## config.mk

```make
export PLATFORM = sky130hd
export DESIGN_NAME = pipe_stage_reg
export DESIGN_NICKNAME = d
export VERILOG_FILES = /design/src/rtl/pipe_stage_reg.sv
export SDC_FILE = /design/constraint.sdc
export NUM_CORES = 1
export LEC_CHECK = 0
export ABC_AREA = 0
export CAP_MARGIN = 20
export CELL_PAD_IN_SITES_DETAIL_PLACEMENT = 0
export CELL_PAD_IN_SITES_GLOBAL_PLACEMENT = 1
export CORE_UTILIZATION = 39
export DETAILED_ROUTE_END_ITERATION = 12
export GPL_TIMING_DRIVEN = 0
export PLACE_DENSITY = 0.85
export SETUP_SLACK_MARGIN = 0.5
export SLEW_MARGIN = 20
export SYNTH_ARGS = -nofsm -noshare
export SYNTH_HDL_FRONTEND = slang
export SYNTH_SLANG_ARGS = --single-unit
```

## constraint.sdc

```tcl
create_clock -name i_clk -period 5.85 [get_ports i_clk]
set_input_delay 0.8775 -clock i_clk [delete_from_list [all_inputs] [get_ports i_clk]]
set_output_delay 0.8775 -clock i_clk [all_outputs]
set_load 0.01 [all_outputs]
```

## src/rtl/pipe_stage_reg.sv

```systemverilog
// Valid/ready pipeline stage register with an optional 2-entry skid buffer.
// A bubble (out_valid=0) always presents all-zero control so downstream write enables stay off.
module pipe_stage_reg #(
    parameter int DATA_W   = 64,
    parameter int CTRL_W   = 16,
    parameter int SKID_EN  = 1,
    parameter int CLR_DATA = 0
) (
    input  logic              i_clk,
    input  logic              i_aclr,
    input  logic              i_sclr,
    input  logic              i_in_valid,
    output logic              o_in_ready,
    input  logic [CTRL_W-1:0] i_in_ctrl,
    input  logic [DATA_W-1:0] i_in_data,
    output logic              o_out_valid,
    input  logic              i_out_ready,
    output logic [CTRL_W-1:0] o_out_ctrl,
    output logic [DATA_W-1:0] o_out_data,
    output logic [1:0]        o_occ
);

    logic [1:0]        r_occ;
    logic              r_rdy;
    logic [CTRL_W-1:0] r_main_ctrl;
    logic [DATA_W-1:0] r_main_data;
    logic [CTRL_W-1:0] r_skid_ctrl;
    logic [DATA_W-1:0] r_skid_data;

    logic       w_out_valid;
    logic       w_in_ready;
    logic       w_acc;
    logic       w_drn;
    logic [1:0] w_occ_nxt;

    assign w_out_valid = (r_occ != 2'd0);

    // r_rdy is low from reset until the first edge after release; in skid mode it
    // also carries the registered "not full" flag.
    assign w_in_ready = (SKID_EN != 0) ? r_rdy : (r_rdy && (!w_out_valid || i_out_ready));

    assign w_acc = i_in_valid && w_in_ready && !i_sclr;
    assign w_drn = w_out_valid && i_out_ready;

    always_comb begin
        w_occ_nxt = r_occ;
        if (i_sclr)
            w_occ_nxt = 2'd0;
        else if (w_acc && !w_drn)
            w_occ_nxt = r_occ + 2'd1;
        else if (!w_acc && w_drn)
            w_occ_nxt = r_occ - 2'd1;
    end

    always_ff @(posedge i_clk or posedge i_aclr) begin
        if (i_aclr) begin
            r_occ       <= 2'd0;
            r_rdy       <= 1'b0;
            r_main_ctrl <= '0;
            r_main_data <= '0;
            r_skid_ctrl <= '0;
            r_skid_data <= '0;
        end else begin
            r_occ <= w_occ_nxt;
            r_rdy <= (SKID_EN != 0) ? (w_occ_nxt != 2'd2) : 1'b1;
            if (i_sclr) begin
                r_main_ctrl <= '0;
                r_skid_ctrl <= '0;
                r_skid_data <= '0;
                if (CLR_DATA != 0)
                    r_main_data <= '0;
            end else begin
                case (r_occ)
                    2'd0: if (w_acc) begin
                        r_main_ctrl <= i_in_ctrl;
                        r_main_data <= i_in_data;
                    end
                    2'd1: begin
                        if (w_acc && !w_drn) begin
                            r_skid_ctrl <= i_in_ctrl;
                            r_skid_data <= i_in_data;
                        end else if (w_acc && w_drn) begin
                            r_main_ctrl <= i_in_ctrl;
                            r_main_data <= i_in_data;
                        end else if (w_drn) begin
                            // drain to empty: zero control so the bubble is a NOP
                            r_main_ctrl <= '0;
                        end
                    end
                    2'd2: if (w_drn) begin
                        r_main_ctrl <= r_skid_ctrl;
                        r_main_data <= r_skid_data;
                        r_skid_ctrl <= '0;
                    end
                    default: ;
                endcase
            end
        end
    end

    assign o_in_ready  = w_in_ready;
    assign o_out_valid = w_out_valid;
    assign o_out_ctrl  = r_main_ctrl;
    assign o_out_data  = r_main_data;
    assign o_occ       = r_occ;

endmodule

```

==> impl_metrics.ini, run 1 <==
[routing]
first_pass_iters = 5
ant_nets = 0
route.detailed.drc = 0
wl_met2_um = 10100
top_layer = met4
wl_met3_um = 1240
wl_per_cell_um = 17.4
num_vias = 6368
wl_met1_um = 9930
viasPerCell = 5.13
drtIter0Drc = 306
finalWirelength_um = 21600

[floorplan]
die_x_um = 143
core_region_area_sq_um = 19500
dieArea_sq_um = 20500
rows = 51
io_pins = 169
fp.dieH_um = 143
start_util_pct = 39.9

[logic_synthesis]
synth_cell_type_count = 31
yosysTopAreaCell = dfrtp_1
synth_nets = 867
syn_inst = 778
ys_seq_area_share_pct = 52.4
synth_edf_count = 0
synth_ff_type = dfrtp_1
synth_top_cells_by_count = dfrtp_1 (163), nand2_1 (163), o21ai_0 (88)
syn_area_sq_um = 7780
yosys_warnings = 0
synthArstFlopShare_pct = 100
synth_area_leaders = dfrtp_1 (52%), mux2i_1 (8.4%), a21oi_2 (7.9%), nand2_1 (7.9%), o21ai_0 (5.7%)
yosys_register_bits = 163
synth_top_area_share_pct = 52.4
avgSynthCellArea_sq_um = 10.0

[worst_setup_path]
cp_common_cell = inv_1
worstSetupPathType = register to output pin
cp-endpoint = o_out_valid
reg2reg_from = o_occ[0]
worstPathMaxFanout = 6
crit_path_end_kind = output pin
worstSetupStartpointType = register
rrSetupSlack_ps = 3360
rr_worst_depth = 8
crit_start = o_occ[0]
critPathSlowestCell = clkdlybuf4s50_1
path_buf_inv = 3
path_depth = 4
cp_cell_sequence = inv_1 > ha_1 > inv_1 > clkdlybuf4s50_1
worstPathArrival_ps = 1930
crit_family = buffers and inverters
timing.rr.end = o_out_ctrl[7]
slowest_delay_ps = 570
crit_required_ps = 4970

[sta]
fmax_mhz = 356
hold_violations = 0
maxSlewViolCount = 0
finClkSkew_ps = 11.4
setup_viol = 0
max_slew_margin_pct = 46.2
min_period_over_period_pct = 48.0
fin_setup_tns_ps = 0
min_period_ps = 2810
worst_pin_slew_ps = 807
rsz0062_at_grt = false

[clocking]
cts_resized = 0
cts-htree-levels = 4
post_cts_buffers = 0
hold_buffers = 0
cts_made_buffers = 17
cts_max_path_buffers = 2
cts_tree = done
clk_pin_slew_ps = 60
root_buffer = clkbuf_16
insertion_delay_ps = 430
cts_num_sinks = 163

[power_and_ir_drop]
p_per_area_nw_per_um2 = 449
vdd_drop_max_v = 0.000218
power.leakage_uw = 0.00410

[placed_design]
postPlaceCellArea_sq_um = 9830
dp_hpwl_um = 14800
gp_congestion = 0.800
io_buffer_count = 168
dp.cells = 1212

[hold_path]
hp-class = register to register

[outcome]
status = finished, final reports clean

[finish]
n_fill_cell = 1797
instances_no_fill = 1242
finish.instance_area_sq_um = 10500
multi_input_area_sq_um = 3250
diodes = 0
syn_to_final_growth_pct = 34.8
register_area_sq_um = 4080
drive_gt1_share_pct = 13.8
nets = 1055

[grt]
first_global_vias = 6420
overflow = 0
grt_usage_pct = 22.1
grt_max_degree = 86
grt_pass1_wl_um = 34500
grt_antenna_before_repair = 0

[job]
maxCapViolCount = 0
per-stage QoR:
stage / total power [uW] / utilization (%) / hold slack (ps) / setup WS, ps
2_1_floorplan: 2620 / - / 469 / 568
3_3_place_gp: 3460 / 50.2 / 482 / -1870
3_5_place_dp: 3490 / 50.4 / 490 / 2740
4_1_cts: 4750 / 53.7 / 505 / 3010
5_1_grt: 4970 / 53.7 / 525 / 2900
6_report: 4710 / 53.7 / 500 / 3040
flip-flops by register name (all words and copies together), names as in the netlist:
register     count
r_skid_data     64
o_out_data      64
o_out_ctrl      16
o_occ            2
o_in_ready       1
r_skid_ctrl     16
logic make-up (layout without fill, tap and decap cells):
family	after synthesis	in the layout	share of synthesized area (%)
muxes	65	65	8.36
adders and majority gates	4	4	0.643
and+or+nand+nor	212	212	11.6
AOI/OAI and AO/OA	262	262	20.9
DFF	163	163	52.4
buffers and inverters	70	269	5.87
xor gates and xnor gates	2	2	0.225
final cells by class:
cell class | instances | share of cell area, %
Sequential cell | 163 | 38.9
Multi-Input combinational cell | 545 | 31.0
Timing Repair Buffer | 169 | 16.3
Buffer | 64 | 4.14
Clock buffer | 22 | 4.62
Inverter | 6 | 0.286
Clock inverter | 8 | 1.66
Tap cell | 265 | 3.16
worst reg2reg max path, cell delays in order, from the launching register on:
cell	delay, ps
dfrtp_1	440
inv_1	130
ha_1	230
buf_2	210
nor2_1	160
mux2i_1	400
clkbuf_1	470
o21ai_0	160
a31oi_1	220
layout by cell type (no fill, tap or decap):
cell type	n
xnor2_1	2
a21oi_2	70
nand3b_1	1
nor2b_1	17
nor3_1	2
or2_2	1
and2_4	1
nand4b_1	1
inv_8	1
clkdlybuf4s50_1	168
buf_4	1
dfrtp_1	163
nor2_1	4
buf_6	8
a221oi_2	1
buf_12	7
clkbuf_1	33
clkinvlp_4	2
bufinv_16	5
nand2_1	163
buf_1	3
buf_16	1
clkinv_1	1
clkbuf_8	4
o21ai_0	88
and4b_1	1
inv_1	4
o31a_1	1
nand4_1	1
nand3_1	18
clkbuf_16	17
ha_1	4
a21oi_1	69
a31oi_1	33
clkinv_4	1
nor2_2	1
nand2b_4	1
buf_2	13
mux2i_1	65
how the worst min path moves through the flow:
stage,start,end,depth (start not counted)
global placement,r_skid_ctrl[8],r_skid_ctrl[8],2
finish,r_skid_ctrl[8],r_skid_ctrl[8],2
detailed placement,r_skid_ctrl[8],r_skid_ctrl[8],2
global route,o_out_data[36],o_out_data[36],2
floorplan,r_skid_ctrl[0],r_skid_ctrl[0],2
CTS,r_skid_ctrl[8],r_skid_ctrl[8],2
layer usage:
| metal | global-route usage [%] | vias to the layer above |
|---|---|---|
| li1 | - | 3069 |
| met1 | 29.9 | 3085 |
| met2 | 36.1 | 192 |
| met5 | 0 | - |
| met3 | 4.19 | 22 |
| met4 | 6.16 | 0 |
power breakdown:
| group | leakage (uW) | internal (uW) | switching, uW |
|---|---|---|---|
| Sequential | 0.00206 | 1430 | 188 |
| Clock | 0.000315 | 799 | 447 |
| Combinational | 0.00172 | 914 | 930 |
No activity file was read; power rests on OpenSTA's default activity.
==> run 2, diff against run 1 <==
--- a/config.mk
+++ b/config.mk
@@ -9,10 +9,10 @@
 export CAP_MARGIN = 20
 export CELL_PAD_IN_SITES_DETAIL_PLACEMENT = 0
 export CELL_PAD_IN_SITES_GLOBAL_PLACEMENT = 1
-export CORE_UTILIZATION = 39
+export CORE_UTILIZATION = 35
 export DETAILED_ROUTE_END_ITERATION = 12
 export GPL_TIMING_DRIVEN = 0
-export PLACE_DENSITY = 0.85
+export PLACE_DENSITY = 0.81
 export SETUP_SLACK_MARGIN = 0.5
 export SLEW_MARGIN = 20
 export SYNTH_ARGS = -nofsm -noshare
==> constraint.sdc (replaced) <==
create_clock -name i_clk -period 2.34 [get_ports i_clk]
set_input_delay 0.351 -clock i_clk [delete_from_list [all_inputs] [get_ports i_clk]]
set_output_delay 0.351 -clock i_clk [all_outputs]
set_load 0.01 [all_outputs]
==> run 2 against run 1 <==
Against the previous run: total power grew to 2.7 times the previous value; critical path type is now register to register; critical path depth grew 7; critical endpoint is now o_out_data[43]; worst hold slack lost 150 ps; core utilization shrank 1.1 points; wire length grew 6.1%; final area grew 9.5%; largest power group unchanged.
==> impl_metrics.ini, run 2 (same netlist as run 1, synthesis figures left out) <==
[worst_setup_path]
worstSetupStartpointType = register
worstPathMaxFanout = 8
crit_required_ps = 2650
timing.rr.end = o_out_data[43]
crit_path_end_kind = register
reg2reg_from = o_occ[1]
worstSetupPathType = register to register
worstPathArrival_ps = 2330
rrSetupSlack_ps = 320
rr_worst_depth = 11

[finish]
fin_util_pct = 52.6
diodes = 0
nets = 1106
final_common_cell = clkdlybuf4s50_1
layout_common_cells = clkdlybuf4s50_1 (165), nand2_1 (163), dfrtp_1 (163), a21oi_2 (71), a21oi_1 (68)
finish.instance_area_sq_um = 11500
instances_no_fill = 1306
syn_to_final_growth_pct = 47.6
drive_gt1_share_pct = 24.6

[routing]
ant_nets = 0
first_pass_iters = 4
num_vias = 6582
drtIter0Drc = 293
wl_per_cell_um = 17.5
finalWirelength_um = 22900
route.detailed.drc = 0
viasPerCell = 5.04

[clocking]
cts_tree = done
cts_num_sinks = 163
clk_pin_slew_ps = 60
cts_max_path_buffers = 2
cts_made_buffers = 17
cts-htree-levels = 4
hold_buffers = 0
insertion_delay_ps = 430
root_buffer = clkbuf_16

[grt]
first_global_vias = 6490
grt_usage_pct = 20.4
grt_pass1_wl_um = 35400
grt_max_degree = 33
overflow = 0
grt_antenna_before_repair = 0

[placed_design]
postPlaceCellArea_sq_um = 9930
dp.cells = 1231
gp_congestion = 0.763
pre_cts_slack_ps = -333
dp_hpwl_um = 15300
io_buffer_count = 168

[sta]
hold_violations = 0
min_period_ps = 2020
maxSlewViolCount = 0
max_slew_margin_pct = 55.7
min_period_over_period_pct = 86.2
setup_ws_ps = 324
finClkSkew_ps = 5.94
worst_pin_slew_ps = 665
fmax_mhz = 496
setup_viol = 0
rsz0062_at_grt = true

[power_and_ir_drop]
power.leakage_uw = 0.00459
p_per_area_nw_per_um2 = 1090
vdd_drop_max_v = 0.000517

[floorplan]
rows = 54
die_x_um = 151
fp.dieH_um = 151
start_util_pct = 35.7
core_region_area_sq_um = 21800
dieArea_sq_um = 22800
io_pins = 169

[hold_path]
hp-class = input pin to async pin

[job]
maxCapViolCount = 0

[outcome]
status = finished, final reports clean
-- run 2: report_power, final --
| part | switching (uW) | leakage [uW] | total [uW] | internal, uW |
|---|---|---|---|---|
| clock | 1150 | 0.000298 | 3020 | 1870 |
| combinational | 2540 | 0.00223 | 5440 | 2900 |
| sequential | 470 | 0.00206 | 4050 | 3580 |
| total | 4160 | 0.00459 | 12500 | 8340 |
-- run 2: cell type report --
type                            instances  area [sq um]
Clock buffer                           18           429
Inverter                                6          27.5
Buffer                                 64           639
Clock inverter                         10           185
Tap cell                              280           350
Sequential cell                       163          4080
Timing Repair Buffer                  220          2320
Fill cell                            1963         10300
Multi-Input combinational cell        545          3460
-- run 2: worst max path at each step --
stage             start         endpoint  slack [ps]  cells past startpoint
2_1_floorplan    i_aclr       o_in_ready         -80                      1
3_3_place_gp     i_aclr   r_skid_ctrl[6]       -1640                      2
3_5_place_dp     i_sclr  r_skid_data[10]        -330                      6
4_1_cts        o_occ[0]   o_out_data[51]         330                      9
5_1_grt        o_occ[0]   o_out_data[43]         250                     11
6_report       o_occ[1]   o_out_data[43]         320                     11
-- run 2: critical path, stage by stage (launching register included) --
cell	delay (ps)
dfrtp_1	400
inv_2	90
ha_4	170
nand2b_4	130
buf_8	130
a221oi_4	280
and2_4	190
buf_12	110
buf_8	120
buf_12	110
buf_12	110
a21oi_2	50
-- run 2: what timing repair did --
item	4_1_cts	5_1_grt
pin swaps	5	6
endpoints found under the setup margin	163	154
cloned	3	2
resized for setup	79	109
buffers inserted	28	14
-- run 2: through the flow --
stage                     TNS (ps)  hold WS, ps  power [uW]
after floorplan             -13330          414        6550
after global placement     -275220          483        8680
after detailed placement    -11460          492        8750
after CTS                        0          360       12300
after global routing             0          373       13200
final                            0          347       12500
-- run 2: metal layers --
layer  up-vias  global-route usage, %  share of wire, %
met5         -                      0                 0
met4         0                   4.60              0.82
met3        12                   4.10               3.8
met2       138                   33.1                48
met1      3264                   27.9                47
li1       3168                      -                 -
